===== config.mk =====
export PLATFORM = sky130hd
export DESIGN_NAME = vc_rr_arb_mux4_pipe_flat
export DESIGN_NICKNAME = d
export VERILOG_FILES = /design/src/rtl/vc_rr_arb_mux4_pipe_if.sv /design/src/rtl/vc_rr_arb_mux4_pipe.sv /design/src/flat_wrapper.sv
export SDC_FILE = /design/constraint.sdc
export NUM_CORES = 1
export LEC_CHECK = 0
export BUFFER_PORTS_ARGS = -buffer_cell sky130_fd_sc_hd__clkbuf_2
export CAP_MARGIN = 15
export CORE_AREA = 4 4 97 99
export CTS_CLUSTER_SIZE = 16
export DETAILED_ROUTE_END_ITERATION = 10
export DIE_AREA = 0 0 101 103
export GPL_TIMING_DRIVEN = 0
export PLACE_DENSITY_LB_ADDON = 0.12
export SYNTH_ARGS = -nofsm -noshare
export SYNTH_HDL_FRONTEND = slang
export SYNTH_SLANG_ARGS = --single-unit

===== constraint.sdc =====
create_clock -name clk -period 3.2 [get_ports clk]
set_clock_uncertainty 0.1 [all_clocks]
set_input_delay 0.16 -clock clk [delete_from_list [all_inputs] [get_ports clk]]
set_output_delay 0.16 -clock clk [all_outputs]
set_load 0.02 [all_outputs]

===== src/rtl/vc_rr_arb_mux4_pipe_if.sv =====
// Handshake and data bundle for the 4-input round-robin arbitrated mux stage.
// The slave modport is the arbiter's view; master is the requester/consumer side.
interface vc_rr_arb_mux4_pipe_if #(
  parameter int p_nbits = 32
);
  // requester side
  logic [3:0]         in_val;
  logic [3:0]         in_rdy;
  logic [3:0]         in_domain;
  logic [p_nbits-1:0] in0_msg;
  logic [p_nbits-1:0] in1_msg;
  logic [p_nbits-1:0] in2_msg;
  logic [p_nbits-1:0] in3_msg;

  // consumer side
  logic               out_val;
  logic               out_rdy;
  logic [p_nbits-1:0] out_msg;
  logic               out_domain;
  logic [1:0]         out_src;

  modport slave (
    input  in_val,
    output in_rdy,
    input  in_domain,
    input  in0_msg,
    input  in1_msg,
    input  in2_msg,
    input  in3_msg,
    output out_val,
    input  out_rdy,
    output out_msg,
    output out_domain,
    output out_src
  );

  modport master (
    output in_val,
    input  in_rdy,
    output in_domain,
    output in0_msg,
    output in1_msg,
    output in2_msg,
    output in3_msg,
    input  out_val,
    output out_rdy,
    input  out_msg,
    input  out_domain,
    input  out_src
  );
endinterface


===== src/rtl/vc_rr_arb_mux4_pipe.sv =====
// 4-input round-robin arbitrated mux with a one-entry registered output.
// The winning message travels with its security domain tag; both are captured
// in the same edge so out_domain always labels exactly the message in out_msg.
//
// Output register occupancy:
//   full | meaning
//   0    | empty, any granted requester may load
//   1    | holding a message; reload only if the consumer takes it this cycle
module vc_rr_arb_mux4_pipe #(
  parameter int p_nbits = 32
) (
  input  logic                    clk,
  input  logic                    reset,   // active-low, asynchronous
  vc_rr_arb_mux4_pipe_if.slave    bus
);

  logic               full;
  logic [1:0]         ptr;
  logic [3:0]         grant;
  logic [1:0]         sel;
  logic               can_load;
  logic               fire;
  logic               deq;
  logic [p_nbits-1:0] mux_msg;
  logic               mux_domain;
  logic [p_nbits-1:0] msg_q;
  logic               domain_q;
  logic [1:0]         src_q;

  // Rotating-priority search: start at ptr, wrap 3->0, first valid wins.
  always_comb begin
    logic       found;
    logic [1:0] idx;
    grant = 4'b0000;
    sel   = 2'd0;
    found = 1'b0;
    idx   = 2'd0;
    for (int k = 0; k < 4; k++) begin
      idx = ptr + 2'(k);
      if (!found && bus.in_val[idx]) begin
        grant[idx] = 1'b1;
        sel        = idx;
        found      = 1'b1;
      end
    end
  end

  // Winner data path: message and its tag are selected by the same sel.
  always_comb begin
    mux_msg = bus.in0_msg;
    case (sel)
      2'd0: mux_msg = bus.in0_msg;
      2'd1: mux_msg = bus.in1_msg;
      2'd2: mux_msg = bus.in2_msg;
      2'd3: mux_msg = bus.in3_msg;
      default: mux_msg = bus.in0_msg;
    endcase
    mux_domain = bus.in_domain[sel];
  end

  // Ready is gated by reset so no requester sees a handshake while held in reset.
  assign can_load   = ~full | bus.out_rdy;
  assign bus.in_rdy = grant & {4{can_load & reset}};
  assign fire       = |(bus.in_val & bus.in_rdy);
  assign deq        = full & bus.out_rdy;

  // Output register and priority pointer; load wins over dequeue on the same edge.
  always_ff @(posedge clk or negedge reset) begin
    if (!reset) begin
      full     <= 1'b0;
      ptr      <= 2'd0;
      msg_q    <= '0;
      domain_q <= 1'b0;
      src_q    <= 2'd0;
    end else begin
      if (fire) begin
        full     <= 1'b1;
        msg_q    <= mux_msg;
        domain_q <= mux_domain;
        src_q    <= sel;
        ptr      <= sel + 2'd1;
      end else if (deq) begin
        full     <= 1'b0;
      end
    end
  end

  assign bus.out_val    = full;
  assign bus.out_msg    = msg_q;
  assign bus.out_domain = domain_q;
  assign bus.out_src    = src_q;

endmodule


===== src/flat_wrapper.sv =====
// flat-port wrapper written by rule: the top's interface ports become plain ports
module vc_rr_arb_mux4_pipe_flat 
#(
  parameter int p_nbits = 32
)
  (clk, reset, bus_in_val, bus_in_rdy, bus_in_domain, bus_in0_msg, bus_in1_msg, bus_in2_msg, bus_in3_msg, bus_out_val, bus_out_rdy, bus_out_msg, bus_out_domain, bus_out_src);
  vc_rr_arb_mux4_pipe_if #(.p_nbits(p_nbits)) bus_i ();
  input  logic clk;
  input  logic reset;
  input wire logic [$bits(bus_i.in_val)-1:0] bus_in_val;
  output wire logic [$bits(bus_i.in_rdy)-1:0] bus_in_rdy;
  input wire logic [$bits(bus_i.in_domain)-1:0] bus_in_domain;
  input wire logic [$bits(bus_i.in0_msg)-1:0] bus_in0_msg;
  input wire logic [$bits(bus_i.in1_msg)-1:0] bus_in1_msg;
  input wire logic [$bits(bus_i.in2_msg)-1:0] bus_in2_msg;
  input wire logic [$bits(bus_i.in3_msg)-1:0] bus_in3_msg;
  output wire logic [$bits(bus_i.out_val)-1:0] bus_out_val;
  input wire logic [$bits(bus_i.out_rdy)-1:0] bus_out_rdy;
  output wire logic [$bits(bus_i.out_msg)-1:0] bus_out_msg;
  output wire logic [$bits(bus_i.out_domain)-1:0] bus_out_domain;
  output wire logic [$bits(bus_i.out_src)-1:0] bus_out_src;
  assign bus_i.in_val = bus_in_val;
  assign bus_in_rdy = bus_i.in_rdy;
  assign bus_i.in_domain = bus_in_domain;
  assign bus_i.in0_msg = bus_in0_msg;
  assign bus_i.in1_msg = bus_in1_msg;
  assign bus_i.in2_msg = bus_in2_msg;
  assign bus_i.in3_msg = bus_in3_msg;
  assign bus_out_val = bus_i.out_val;
  assign bus_i.out_rdy = bus_out_rdy;
  assign bus_out_msg = bus_i.out_msg;
  assign bus_out_domain = bus_i.out_domain;
  assign bus_out_src = bus_i.out_src;
  vc_rr_arb_mux4_pipe #(.p_nbits(p_nbits)) u_core (.clk(clk), .reset(reset), .bus(bus_i));
endmodule

==> flow_summary_export.csv <==
group,metric,value,unit
outcome,outcome,"complete, no violations",
route,met3_length,728,µm
worst_setup_path,path_class,"reg -> reg",
global_routing,grt_antenna_before_repair,0,
worst_setup_path,worstPathCellList,"buf_8 -> clkinvlp_4 -> ha_4 -> mux4_2 -> nor2b_4 -> nor2_2 -> a22oi_2 -> inv_2 -> ha_4 -> clkbuf_4 -> a222oi_1 -> mux2i_1 -> mux2_4",
worst_setup_path,cp_common_cell,"ha_4",
global_routing,grt_usage,0.169,
floorplanning,io_pins,179,
sta,finalHoldViolations,0,
sta,min_period_over_period,0.985,
route,drc_errors,0,
synthesis,async_reset_ff_frac,1.00,
synthesis,synth_nets,416,
synthesis,ys.flop_type,"dfrtp_1",
worst_hold_path,holdCritPathClass,"in -> reg",
route,wl_met1,3780,µm
floorplanning,die_h,103,µm
global_routing,grt_max_degree,41,
synthesis,synth_seq_cells,38,
sta,worstMarginPinSlew,0.900,ns
finish,layout_common_cells,"clkbuf_2 (176), mux2i_1 (39), dfrtp_1 (36), inv_1 (34), a222oi_1 (32)",
route,drtAntennaViolNets,0,
route,vias,2934,
route,wl_per_cell,16.1,µm
route,finalWirelength,9220,µm
clocking,cts.path.max_buffers,2,
place,hpwl,7070,µm
clocking,path_clk_slew,0.08,ns
synthesis,syn_area_per_cell,10.9,µm²
place,place_ws,-0.549,ns
route,viasPerCell,5.12,
clocking,cts_made_buffers,5,
global_routing,overflow,0,
floorplanning,core_area,8550,µm²
sta,setup_viol,0,
pwr,ir_drop,455,µV
worst_setup_path,crit_path_top_delay_cell,"dfrtp_2",
synthesis,synth_area,2910,µm²
synthesis,synth_cells,266,
floorplanning,row_count,34,
pwr,power_density,1300,nW/µm²
place,portBuffers,175,
pwr,power.total,0.00564,W
synthesis,synth_edf_count,0,
synthesis,ys_seq_area_frac,0.327,
sta,slew_headroom,0.400,
sta,setup_slack,0.0480,ns
clocking,clk_latency,0.28,ns
route,wl_met2,4670,µm
finish,nets,614,
clocking,clock_sinks,38,
clocking,cts_tree,"done",
sta,rsz0062_at_grt,"yes",
clocking,clock_tree.root_cell,"clkbuf_8",
worst_setup_path,worstPathArrival,3.23,ns
floorplanning,initial_core_util,0.340,
place,gp_congestion,0.848,
finish,n_antenna_cell,0,
sta,fmax,317,MHz
worst_setup_path,end_kind,"flop",
floorplanning,die_w,101,µm
worst_setup_path,cp_top_family,"multiplexers",
worst_setup_path,path_max_fanout,10,
worst_setup_path,cp.required,3.28,ns
synthesis,ys_warn_count,0,
clocking,ctsHtreeMaxLevel,2,
sta,slew_viol_final,0,
route,drt_first_iter_violations,134,
worst_setup_path,critPathLaunchType,"flop",
synthesis,ys_types,38,
global_routing,grt_pass1_vias,2935,
worst_setup_path,critPathMaxStageDelay,0.39,ns
finish,drive_gt1_frac,0.585,
route,routed.top_layer,"met4",
pwr,p_leak,2.31,nW
worst_setup_path,crit_buf_inv,4,
route,drt_first_pass_iters,7,
floorplanning,die_area,10400,µm²
finish,final_common_cell,"clkbuf_2",
global_routing,grt_first_pass_wirelength,14000,µm
job,drv_cap,0,
sta,period_minus_slack,3.15,ns
finish,areaGrowthSynthToFinish,49.7,%
worst register-to-register path, delay by kind of cell, from the launching register on:
kind	cells	cell delay, ns
compound gates	2	0.55
fa+ha+maj	2	0.51
buf+inv	4	0.54
flops	1	0.39
mux	3	0.78
simple gates	2	0.19
worst paths after layout:
check                                                         from                            endpoint  slack, ns  depth (start not counted)
worst max-delay path                     u_core.ptr[0]$_DFFE_PN0P_  u_core.bus.out_msg[12]$_DFFE_PN0P_       0.05                         13
worst min-delay path                                   bus_out_rdy      u_core.bus.out_val$_DFFE_PN0P_       0.09                          3
worst max register to register           u_core.ptr[0]$_DFFE_PN0P_  u_core.bus.out_msg[12]$_DFFE_PN0P_       0.05                         13
worst min register to register  u_core.bus.out_msg[26]$_DFFE_PN0P_  u_core.bus.out_msg[26]$_DFFE_PN0P_       0.42                          1
max in group asynchronous                                    reset           u_core.ptr[1]$_DFFE_PN0P_       1.94                          2
min in group asynchronous                                    reset  u_core.bus.out_msg[22]$_DFFE_PN0P_       0.44                          2
flip-flops by register name, summed over array words and instances, names as in the netlist:
register               cells
u_core.bus.out_val         1
u_core.ptr                 2
u_core.bus.out_msg        32
u_core.bus.out_domain      1
u_core.bus.out_src         2
cell families (layout without fill, tap and decap cells):
family,Yosys count,count (layout),synth area share
adder cells (fa/ha/maj),11,11,0.0474
flip-flops,38,38,0.327
AO/OA/AOI/OAI,59,59,0.176
multiplexers,78,78,0.317
AND/OR/NAND/NOR,22,22,0.0426
buffers and inverters,58,257,0.0904
synth_stat cells, drive strengths merged, types with 2 or more instances:
cell type	number	area share
a21oi	6	0.010
a221o	3	0.010
a222oi	32	0.11
a22oi	3	0.0078
and3b	2	0.0060
buf	8	0.026
clkbuf	13	0.017
dfrtp	38	0.33
ha	11	0.047
inv	37	0.048
mux2	37	0.17
mux2i	39	0.13
mux4	2	0.016
nand2	6	0.0078
nand2b	4	0.0086
nor2	4	0.0052
o21ai	5	0.0086
power by group:
part / internal (W) / switching [W] / total (W)
Clock: 0.000313 / 0.000188 / 0.000501
Sequential: 0.000741 / 0.000143 / 0.000885
Combinational: 0.00220 / 0.00205 / 0.00425
Total: 0.00325 / 0.00238 / 0.00564
timing repair:
action                     CTS  global route
pin swaps                    5            28
hold endpoints to repair    38             0
hold buffers                 1             0
gates resized for setup     29            15
setup buffers                6             7
cloned                       0             2
setup endpoints to repair   32            34
routing by layer:
| metal | global-route usage | vias to the layer above |
|---|---|---|
| met4 | 0.0358 | 0 |
| met2 | 0.303 | 116 |
| met5 | 0 | - |
| met3 | 0.0487 | 4 |
| li1 | - | 1407 |
| met1 | 0.202 | 1407 |
per-stage QoR:
stage | hold slack, ns | std cells | cell area, µm² | utilization | TNS (ns)
floorplan | -0.236 | 266 | 2930 | - | 0
global placement | 0.291 | 549 | 3950 | 0.461 | -14.11
detailed placement | 0.285 | 549 | 3950 | 0.461 | -15.29
CTS | 0.0789 | 564 | 4210 | 0.492 | -0.00279
global route | 0.114 | 573 | 4350 | 0.509 | -1.21
finish | 0.0862 | 573 | 4350 | 0.509 | 0
area by class of cell:
| class | instances | area, µm² |
|---|---|---|
| plain buffers | 21 | 198 |
| clock buffers | 5 | 68.8 |
| clock inverters | 3 | 68.8 |
| fillers | 823 | 4200 |
| inverters | 37 | 143 |
| multi-input cells | 170 | 1750 |
| flip-flops and latches | 38 | 953 |
| well taps | 108 | 135 |
| repair buffers | 191 | 1040 |
Note: power is estimated with default switching activity, not from simulation.
